**src/rtl/serial_reduce_imp.sv**
```systemverilog
// serial_reduce_imp: bit-serial implication fold over a handshaked vector, one bit per clock, LSB first.
// Define SERIAL_REDUCE_PIERCE_EN to swap the implication cell for a Pierce (NOR) cell.
module serial_reduce_imp #(
  parameter int COUNT_OF_BITS = 4
) (
  input  logic                     clk,
  input  logic                     rst,
  input  logic                     in_valid,
  output logic                     in_ready,
  input  logic [COUNT_OF_BITS-1:0] bitvector,
  output logic                     out_valid,
  input  logic                     out_ready,
  output logic                     reduce,
  output logic                     busy
);
  localparam int IW = $clog2(COUNT_OF_BITS) + 1;
  localparam logic [IW-1:0] LAST = IW'(COUNT_OF_BITS - 1);
  typedef enum logic [1:0] {IDLE, RUN, DONE} state_t;
  state_t state, state_nx;
  logic [COUNT_OF_BITS-1:0] sh;
  logic [IW-1:0] idx;
  logic acc, step, accept;
  generate
    if (COUNT_OF_BITS < 1) begin : g_bad_width
      $error("serial_reduce_imp: COUNT_OF_BITS must be >= 1");
    end
  endgenerate
`ifdef SERIAL_REDUCE_PIERCE_EN
  assign step = ~(sh[0] | acc);
`else
  assign step = ~sh[0] | acc;
`endif
  assign accept    = (state == IDLE) && in_valid;
  assign in_ready  = (state == IDLE);
  assign out_valid = (state == DONE);
  assign busy      = (state != IDLE);
  assign reduce    = acc;
  always_ff @(posedge clk or posedge rst)
    if (rst) state <= IDLE;
    else     state <= state_nx;
  always_comb begin
    state_nx = state;
    if (accept) state_nx = (COUNT_OF_BITS == 1) ? DONE : RUN;
    else if (state == RUN && idx == LAST) state_nx = DONE;
    else if (state == DONE && out_ready) state_nx = IDLE;
  end
  always_ff @(posedge clk or posedge rst)
    if (rst) begin
      sh  <= '0;
      acc <= 1'b0;
      idx <= '0;
    end else if (accept) begin
      sh  <= bitvector >> 1;
      acc <= bitvector[0];
      idx <= IW'(1);
    end else if (state == RUN) begin
      sh  <= sh >> 1;
      acc <= step;
      idx <= idx + 1'b1;
    end
endmodule

```
**config.mk**
```make
export PLATFORM = sky130hd
export DESIGN_NAME = serial_reduce_imp
export DESIGN_NICKNAME = d
export VERILOG_FILES = /design/src/rtl/serial_reduce_imp.sv
export SDC_FILE = /design/constraint.sdc
export NUM_CORES = 1
export LEC_CHECK = 0
export ABC_AREA = 1
export ABC_CLOCK_PERIOD_IN_PS = 3300
export CORE_AREA = 3 3 40 42
export DETAILED_ROUTE_END_ITERATION = 8
export DIE_AREA = 0 0 43 45
export HOLD_SLACK_MARGIN = 0.05
export PLACE_DENSITY = 0.59
export SLEW_MARGIN = 20
export SYNTH_ARGS = -nofsm -noshare
export SYNTH_HDL_FRONTEND = slang
export SYNTH_SLANG_ARGS = --single-unit
```
**constraint.sdc**
```tcl
create_clock -name clk -period 3.3 [get_ports clk]
set_input_delay 0.99 -clock clk [delete_from_list [all_inputs] [get_ports clk]]
set_output_delay 0.99 -clock clk [all_outputs]
set_load 0.005 [all_outputs]
```
-- Word-level counts from Yosys, hierarchy flattened
Cells that the tools add are included.
- input port bits: 8
- bits in registers: 10
- output and inout bits: 4
- word-level logic and storage cells: 26
- multiplexer cells: 9
- reduce and logical (&&, ||, !) cells: 7
- add/subtract/negate cells: 1
- equal/unequal tests: 3
- bitwise operators: 2
- operator list (operator ; number):
    4-bit 2-to-1 mux ; 2
    2-bit 2-to-1 mux ; 3
    3-bit 2-to-1 mux ; 2
    2-bit nonzero test ; 2
    3-bit by 1-bit adder with 3-bit output, second input constant ; 1
    3-bit by 2-bit == test with 1-bit output, second input constant ; 1
    1-bit logical AND ; 3
    3-bit nonzero test ; 1
    2-bit by 1-bit == test with 1-bit output, second input constant ; 1
    2-bit == test, second input constant ; 1
    2-bit zero test ; 1
    1-bit 2-to-1 mux ; 2
    1-bit inverter ; 1
    1-bit bitwise OR ; 1

-- Depth between registers and ports, before layout
Gate-level depths: netlist of the first run.
- depth in word-level cells: 5
- depth in mapped cells: 5
- gate-level depth less buffers: 5

-- Worst setup path before layout of the first run
Ideal clock, no wire load.
- path kind: flip-flop to output port
- from: reg state[0]
- to: out busy
- stages on the path, launching flop included: 3
- data arrival time: 0.642 ns
- path slack: 1.668 ns
- data required time: 2.310 ns
- cells stage by stage: dfrtp_1 > nor2_4 > inv_1
- word-level cells in the longest chain between the ends: 1
- ends and longest elaborated chain (item ; line ; text):
    start, declared ; 19 ; state_t state, state_nx;
    start signal, assigned ; 40 ; else state <= state_nx;
    2-bit nonzero test ; 36 ; assign busy = (state != IDLE);
    end, declared ; 14 ; output logic busy
Every way passes these cells.

-- Worst setup path after layout of the first run
- from: reg state[0]
- to: out in_ready
- word-level cells in the longest chain between the ends: 1
- ends and longest elaborated chain (item ; line ; text):
    2-bit zero test ; 34 ; assign in_ready = (state == IDLE);
    end, declared ; 9 ; output logic in_ready,
Every way passes these cells.

==> metrics.txt, run 1 <==
# TYPE chip_impl_metric gauge
chip_impl_metric{name="cts-hold-fix-buffers",unit=""} 0
chip_impl_metric{name="io_pins",unit=""} 12
chip_impl_metric{name="cts_max_path_buffers",unit=""} 2
chip_impl_metric{name="crit_arrival",unit="ns"} 1.39
chip_impl_metric{name="max-slew-margin-rel",unit="%"} 73.54
chip_impl_metric{name="vias_in_the_first_global_route",unit=""} 350
chip_impl_metric{name="syn_warnings",unit=""} 0
chip_impl_metric{name="fmaxAchievable",unit="MHz"} 420.8
chip_impl_metric{name="finalNetCount",unit=""} 82
chip_impl_metric{name="grt_overflow_total",unit=""} 0
chip_impl_metric{name="critPathRequiredTime",unit="ns"} 2.31
chip_impl_metric{name="setup_viol_count_final",unit=""} 0
chip_impl_metric{name="clockPowerShare",unit="%"} 40.6
chip_impl_info{name="crit_path_cell_trace",value="nor2_4 -> clkdlybuf4s50_1"} 1
chip_impl_metric{name="post_synth_instance_area",unit="µm²"} 449.2
chip_impl_metric{name="post-route-min-period",unit="ns"} 2.377
chip_impl_info{name="outcome",value="finished clean"} 1
chip_impl_metric{name="crit_path_max_incr_delay",unit="ns"} 0.51
chip_impl_metric{name="cts_resized",unit=""} 0
chip_impl_metric{name="timing.max_cap.violations",unit=""} 0
chip_impl_metric{name="coreArea",unit="µm²"} 1285
chip_impl_metric{name="final_min_period_over_clock_period",unit="%"} 72.02
chip_impl_metric{name="cts_made_buffers",unit=""} 3
chip_impl_metric{name="finalMaxSlewViolations",unit=""} 0
chip_impl_info{name="final_common_cell",value="sky130_fd_sc_hd__nand2_1"} 1
chip_impl_metric{name="power.share.sequential",unit="%"} 54.0
chip_impl_metric{name="p_int",unit="µW"} 164.2
chip_impl_metric{name="postSynthRegisterBits",unit=""} 9
chip_impl_metric{name="layout.cells.non_filler",unit=""} 86
chip_impl_info{name="crit_path_capture_type",value="primary output"} 1
chip_impl_metric{name="postSynthAreaPerCell",unit="µm²"} 8.021
chip_impl_metric{name="static-leakage-power",unit="µW"} 0.0003107
chip_impl_info{name="critPathKind",value="reg -> out"} 1
chip_impl_metric{name="rrSetupSlack",unit="ns"} 2.13
chip_impl_metric{name="area_growth",unit="%"} 34.54
chip_impl_info{name="unrepaired_setup_endpoints_after_global_routing",value="false"} 1
chip_impl_metric{name="tritoncts_num_sinks",unit=""} 9
chip_impl_metric{name="drt-pass1-iter-count",unit=""} 4
chip_impl_metric{name="via_count",unit=""} 378
chip_impl_info{name="cp-start-kind",value="flop"} 1
chip_impl_info{name="critPathTopFamily",value="buffers and inverters"} 1
chip_impl_metric{name="irDropWorstVdd",unit="µV"} 211.0
chip_impl_info{name="worstReg2RegEnd",value="state[1]$_DFFE_PP0P_"} 1
chip_impl_metric{name="hold-path-cell-count",unit=""} 2
chip_impl_metric{name="dp.final_hpwl",unit="µm"} 622.7
chip_impl_metric{name="tightest_slew",unit="ns"} 0.3943
chip_impl_metric{name="grt_first_pass_wirelength",unit="µm"} 1531
chip_impl_metric{name="via_density_per_instance",unit=""} 4.395
chip_impl_metric{name="place_inst",unit=""} 82
chip_impl_metric{name="post_synth_inst_count",unit=""} 56
chip_impl_metric{name="drt_wl_total",unit="µm"} 805
chip_impl_metric{name="power.net_switching",unit="µW"} 39.95
chip_impl_metric{name="post-route-drc-count",unit=""} 0
chip_impl_metric{name="postCtsSetupBuffers",unit=""} 0
chip_impl_metric{name="synthDistinctLibCells",unit=""} 14
chip_impl_metric{name="p_per_area",unit="nW/µm²"} 337.9
chip_impl_info{name="min_delay_path_class",value="reg -> reg"} 1
chip_impl_info{name="tritoncts",value="built"} 1
chip_impl_metric{name="clk_transition_reported_paths",unit="ns"} 0.06
chip_impl_metric{name="mappedNetlistNets",unit=""} 66
chip_impl_metric{name="power_switching_share",unit="%"} 19.56
chip_impl_metric{name="synth_seq_area_share",unit="%"} 50.14
chip_impl_metric{name="finalSetupTns",unit="ns"} 0
chip_impl_metric{name="die-height",unit="µm"} 45
chip_impl_metric{name="worst-path-buf-inv",unit=""} 1
chip_impl_metric{name="last_weighted_congestion_value_of_the_routability_driven_placer",unit=""} 0.7466
chip_impl_metric{name="fp.dieArea",unit="µm²"} 1935
chip_impl_metric{name="power.combinational.fraction",unit="%"} 5.3
chip_impl_info{name="critical-path-slowest-cell",value="sky130_fd_sc_hd__clkdlybuf4s50_1"} 1
chip_impl_metric{name="cts_htree_levels",unit=""} 1
chip_impl_metric{name="report.final.hold_viol_count",unit=""} 0
chip_impl_metric{name="r2r_cells",unit=""} 5
chip_impl_metric{name="drive_above_1_share",unit="%"} 7.042
chip_impl_info{name="highest_count_cells_in_the_layout_ignoring_fill_and_taps",value="sky130_fd_sc_hd__nand2_1, sky130_fd_sc_hd__clkdlybuf4s50_1, sky130_fd_sc_hd__inv_1"} 1
chip_impl_info{name="min_to",value="sh[0]$_DFFE_PP0P_"} 1
chip_impl_metric{name="grt_max_degree",unit=""} 10
chip_impl_metric{name="clkLatencyLatePin",unit="ns"} 0.26
chip_impl_metric{name="global_route.usage.total",unit="%"} 10.53
chip_impl_metric{name="die_w",unit="µm"} 43
chip_impl_metric{name="final_antenna_net_count",unit=""} 0
chip_impl_metric{name="port-buffer-count",unit=""} 11
chip_impl_info{name="hold_start",value="sh[0]$_DFFE_PP0P_"} 1
chip_impl_metric{name="starting_density",unit="%"} 34.96
chip_impl_metric{name="ant_diodes",unit=""} 0
chip_impl_metric{name="grt_antenna_before_repair",unit=""} 0
chip_impl_info{name="critical_path.reg2reg.startpoint",value="idx[0]$_DFFE_PP0P_"} 1
chip_impl_metric{name="fin_worst_skew",unit="ns"} 0.001486
chip_impl_info{name="cell_at_the_root_of_the_clock_tree",value="sky130_fd_sc_hd__clkbuf_4"} 1
chip_impl_metric{name="detail_route.wl_per_cell",unit="µm"} 9.360
chip_impl_metric{name="first_iter_violations",unit=""} 4
chip_impl_metric{name="critPathMaxFanout",unit=""} 7
chip_impl_metric{name="placementRows",unit=""} 13
layout make-up:
class | instances | area, µm²
clock buffers | 4 | 26.28
fillers | 139 | 680.7
inverters | 10 | 37.54
multi-input cells | 37 | 186.4
flip-flops and latches | 9 | 225.2
well taps | 15 | 18.77
repair buffers | 11 | 110.1
power by group through the flow:
stage / Sequential, µW / Clock, µW / Combinational [µW]
final: 110 / 83.0 / 10.9
after global routing: 110 / 88.9 / 11.9
after CTS: 110 / 86.1 / 11.1
after detailed placement: 112 / 0 / 11.1
after global placement: 112 / 0 / 11.1
after floorplan: 112 / 0 / 1.89
cell usage after synthesis (all sizes together):
cell type | number | share of area, %
a21oi | 1 | 1.1
nand3 | 5 | 5.6
inv | 10 | 8.4
nor2 | 3 | 4.2
nand3b | 1 | 1.7
ha | 2 | 5.6
or2 | 2 | 2.8
nand2 | 20 | 17
dfrtp | 9 | 50
o21ai | 3 | 3.3
logic make-up after synthesis:
logic type | share of synthesized area (%)
flops | 50.14
simple gates | 31.48
compound gates | 4.455
fa+ha+maj | 5.570
buf+inv | 8.357
metal layers:
metal	vias to the layer above	share of wire, %	track usage, %
li1	203	-	-
met5	-	0	0
met1	164	47	14.96
met2	11	46	15.27
met4	0	0	3.614
met3	0	6.8	3.187
how the worst max path moves through the flow:
stage,startpoint,endpoint,cells after the start
detailed placement,state[0]$_DFFE_PP0P_,in_ready,2
global placement,state[1]$_DFFE_PP0P_,out_valid,3
global route,state[0]$_DFFE_PP0P_,in_ready,2
CTS,state[0]$_DFFE_PP0P_,in_ready,2
floorplan,state[0]$_DFFE_PP0P_,busy,2
finish,state[0]$_DFFE_PP0P_,in_ready,2
flip-flops by register name, indices dropped and copies added, names as in the netlist:
register	cells
idx	3
sh	3
state	2
reduce	1
metrics by stage:
stage | setup WS, ns | total power (µW) | utilization [%] | hold WS [ns] | cell area [µm²]
6_report | 0.9235 | 204.2 | 47.03 | 0.4766 | 604.3
5_1_grt | 0.8322 | 211.1 | 47.03 | 0.5228 | 604.3
4_1_cts | 0.9096 | 207.5 | 47.03 | 0.4810 | 604.3
3_5_place_dp | 1.194 | 123.4 | 44.99 | 0.4682 | 578.1
3_3_place_gp | 1.209 | 123.5 | 44.99 | 0.4578 | 578.1
2_1_floorplan | 1.668 | 114.3 | - | 0.4459 | 449.2
tightest hold or removal path, delay by kind of cell, from the launching register on:
| family | cells | cell delay, ns |
|---|---|---|
| flops | 1 | 0.34 |
| simple gates | 2 | 0.11 |
No activity file was read; power rests on OpenSTA's default activity.
==> run 2, diff against run 1 <==
- ABC_CLOCK_PERIOD_IN_PS: 3300 -> 2100
- PLACE_DENSITY: 0.59 -> 0.61
- clock period: 3.3 -> 2.1 ns (I/O delays scaled with it)
==> metrics.txt, run 2 (synthesis results as in run 1) <==
# TYPE chip_impl_metric gauge
chip_impl_info{name="highest_count_cells_in_the_layout_ignoring_fill_and_taps",value="sky130_fd_sc_hd__nand2_1, sky130_fd_sc_hd__clkdlybuf4s50_1, sky130_fd_sc_hd__inv_1"} 1
chip_impl_metric{name="fmaxAchievable",unit="MHz"} 501.3
chip_impl_metric{name="placementRows",unit=""} 13
chip_impl_info{name="outcome",value="finished clean"} 1
chip_impl_metric{name="clk_transition_reported_paths",unit="ns"} 0.06
chip_impl_metric{name="grt_antenna_before_repair",unit=""} 0
chip_impl_metric{name="critPathMaxFanout",unit=""} 7
chip_impl_metric{name="dpl-instance-area",unit="µm²"} 578.1
chip_impl_metric{name="report.final.hold_viol_count",unit=""} 0
chip_impl_metric{name="global_route.usage.total",unit="%"} 11.14
chip_impl_metric{name="cts_made_buffers",unit=""} 3
chip_impl_metric{name="static-leakage-power",unit="µW"} 0.0003104
chip_impl_metric{name="max-slew-margin-rel",unit="%"} 74.01
chip_impl_info{name="tritoncts",value="built"} 1
chip_impl_metric{name="fin_worst_skew",unit="ns"} 0.002813
chip_impl_metric{name="detail_route.wl_per_cell",unit="µm"} 9.756
chip_impl_metric{name="post-route-util",unit="%"} 47.13
chip_impl_metric{name="finalSetupTns",unit="ns"} 0
chip_impl_metric{name="tritoncts_num_sinks",unit=""} 9
chip_impl_metric{name="die-height",unit="µm"} 45
chip_impl_info{name="top_regs",value="idx: 3 flops, sh: 3 flops, state: 2 flops"} 1
chip_impl_info{name="min_delay_path_class",value="reg -> reg"} 1
chip_impl_info{name="maxUsedRoutingLayer",value="met4"} 1
chip_impl_metric{name="starting_density",unit="%"} 34.96
chip_impl_metric{name="final_min_period_over_clock_period",unit="%"} 94.99
chip_impl_info{name="critPathKind",value="reg -> out"} 1
chip_impl_metric{name="grt_overflow_total",unit=""} 0
chip_impl_info{name="cell_at_the_root_of_the_clock_tree",value="sky130_fd_sc_hd__clkbuf_4"} 1
chip_impl_metric{name="cts_htree_levels",unit=""} 1
chip_impl_metric{name="io_pins",unit=""} 12
chip_impl_metric{name="last_weighted_congestion_value_of_the_routability_driven_placer",unit=""} 0.7425
chip_impl_metric{name="drt_wl_total",unit="µm"} 839
chip_impl_metric{name="grt_first_pass_wirelength",unit="µm"} 1490
chip_impl_metric{name="setup_viol_count_final",unit=""} 0
chip_impl_metric{name="area_growth",unit="%"} 34.82
chip_impl_metric{name="via_density_per_instance",unit=""} 4.291
chip_impl_metric{name="grt_max_degree",unit=""} 10
chip_impl_metric{name="first_iter_violations",unit=""} 1
chip_impl_info{name="crit_path_capture_type",value="primary output"} 1
chip_impl_metric{name="cts_max_path_buffers",unit=""} 2
chip_impl_metric{name="coreArea",unit="µm²"} 1285
chip_impl_info{name="critical_path.reg2reg.startpoint",value="idx[0]$_DFFE_PP0P_"} 1
chip_impl_metric{name="irDropWorstVdd",unit="µV"} 289.6
chip_impl_metric{name="drt-pass1-iter-count",unit=""} 4
chip_impl_metric{name="timing.max_cap.violations",unit=""} 0
chip_impl_metric{name="dp.final_hpwl",unit="µm"} 644.4
chip_impl_metric{name="post-route-drc-count",unit=""} 0
chip_impl_metric{name="vias_in_the_first_global_route",unit=""} 358
chip_impl_metric{name="finalNetCount",unit=""} 82
chip_impl_metric{name="finalMaxSlewViolations",unit=""} 0
chip_impl_metric{name="post-route-min-period",unit="ns"} 1.995
chip_impl_info{name="unrepaired_setup_endpoints_after_global_routing",value="false"} 1
chip_impl_info{name="cp-start-kind",value="flop"} 1
chip_impl_metric{name="port-buffer-count",unit=""} 11
chip_impl_metric{name="cts_resized",unit=""} 0
chip_impl_metric{name="wl_met2",unit="µm"} 370
chip_impl_metric{name="ant_diodes",unit=""} 0
chip_impl_metric{name="p_per_area",unit="nW/µm²"} 528.1
chip_impl_metric{name="drive_above_1_share",unit="%"} 8.451
chip_impl_metric{name="clkLatencyLatePin",unit="ns"} 0.25
chip_impl_metric{name="summed_area_of_non_filler_cells_in_the_final_layout",unit="µm²"} 605.6
chip_impl_metric{name="via_count",unit=""} 369
chip_impl_metric{name="crit_arrival",unit="ns"} 1.36
chip_impl_metric{name="tightest_slew",unit="ns"} 0.3872
chip_impl_metric{name="routed_length_on_met1",unit="µm"} 383
chip_impl_info{name="hold_start",value="idx[1]$_DFFE_PP0P_"} 1
chip_impl_info{name="final_common_cell",value="sky130_fd_sc_hd__nand2_1"} 1
chip_impl_metric{name="cts-hold-fix-buffers",unit=""} 0
chip_impl_info{name="startpoint",value="state[0]$_DFFE_PP0P_"} 1
chip_impl_metric{name="critPathRequiredTime",unit="ns"} 1.47
chip_impl_metric{name="final_antenna_net_count",unit=""} 0
chip_impl_metric{name="fp.dieArea",unit="µm²"} 1935
chip_impl_metric{name="wl_met3",unit="µm"} 58
chip_impl_metric{name="postCtsSetupBuffers",unit=""} 0
chip_impl_metric{name="die_w",unit="µm"} 43
## run 2: through the flow
step	cells	hold slack (ns)	worst slack, ns	total power [µW]
3_5_place_dp	82	0.4691	0.3433	193.9
2_1_floorplan	56	0.4459	0.8275	179.6
5_1_grt	86	0.5058	0.02479	340.6
3_3_place_gp	82	0.4621	0.3718	194.2
6_report	86	0.4777	0.1051	319.8
4_1_cts	86	0.4828	0.06115	327.0
## run 2: metal layers
metal | GRT usage, % | vias to the layer above
met2 | 17.07 | 11
met5 | 0 | -
met1 | 12.53 | 150
met4 | 9.036 | 0
li1 | - | 203
met3 | 3.984 | 5
## run 2: worst max-delay path, cell delays in order, from the launching register on
cell                              delay [ns]
sky130_fd_sc_hd__dfrtp_2                0.46
sky130_fd_sc_hd__nor2_4                 0.14
sky130_fd_sc_hd__clkdlybuf4s50_1        0.51
## run 2: report_power, final
part           leakage (µW)  total [µW]  internal, µW  switching [µW]
Combinational      0.000207        17.2          11.7            5.54
Sequential        0.0000889         173           173               0
Clock             0.0000150         129          73.0            56.2
## run 2: area by class of cell
type / instances / area [µm²]
clock buffer: 4 / 26.28
fill: 141 / 679.4
inverter: 10 / 37.54
multi-input combinational: 37 / 186.4
sequential: 9 / 226.5
tap: 15 / 18.77
timing repair buffer: 11 / 110.1
## run 2: final timing paths
check | endpoint | slack, ns | cells after the start
hold / removal | idx[1]$_DFFE_PP0P_ | 0.48 | 2
setup reg to reg | state[1]$_DFFE_PP0P_ | 0.92 | 5
hold reg to reg | idx[1]$_DFFE_PP0P_ | 0.48 | 2
min in group asynchronous | idx[0]$_DFFE_PP0P_ | 0.63 | 2
setup / recovery | in_ready | 0.11 | 2
max in group asynchronous | state[0]$_DFFE_PP0P_ | 1.21 | 2
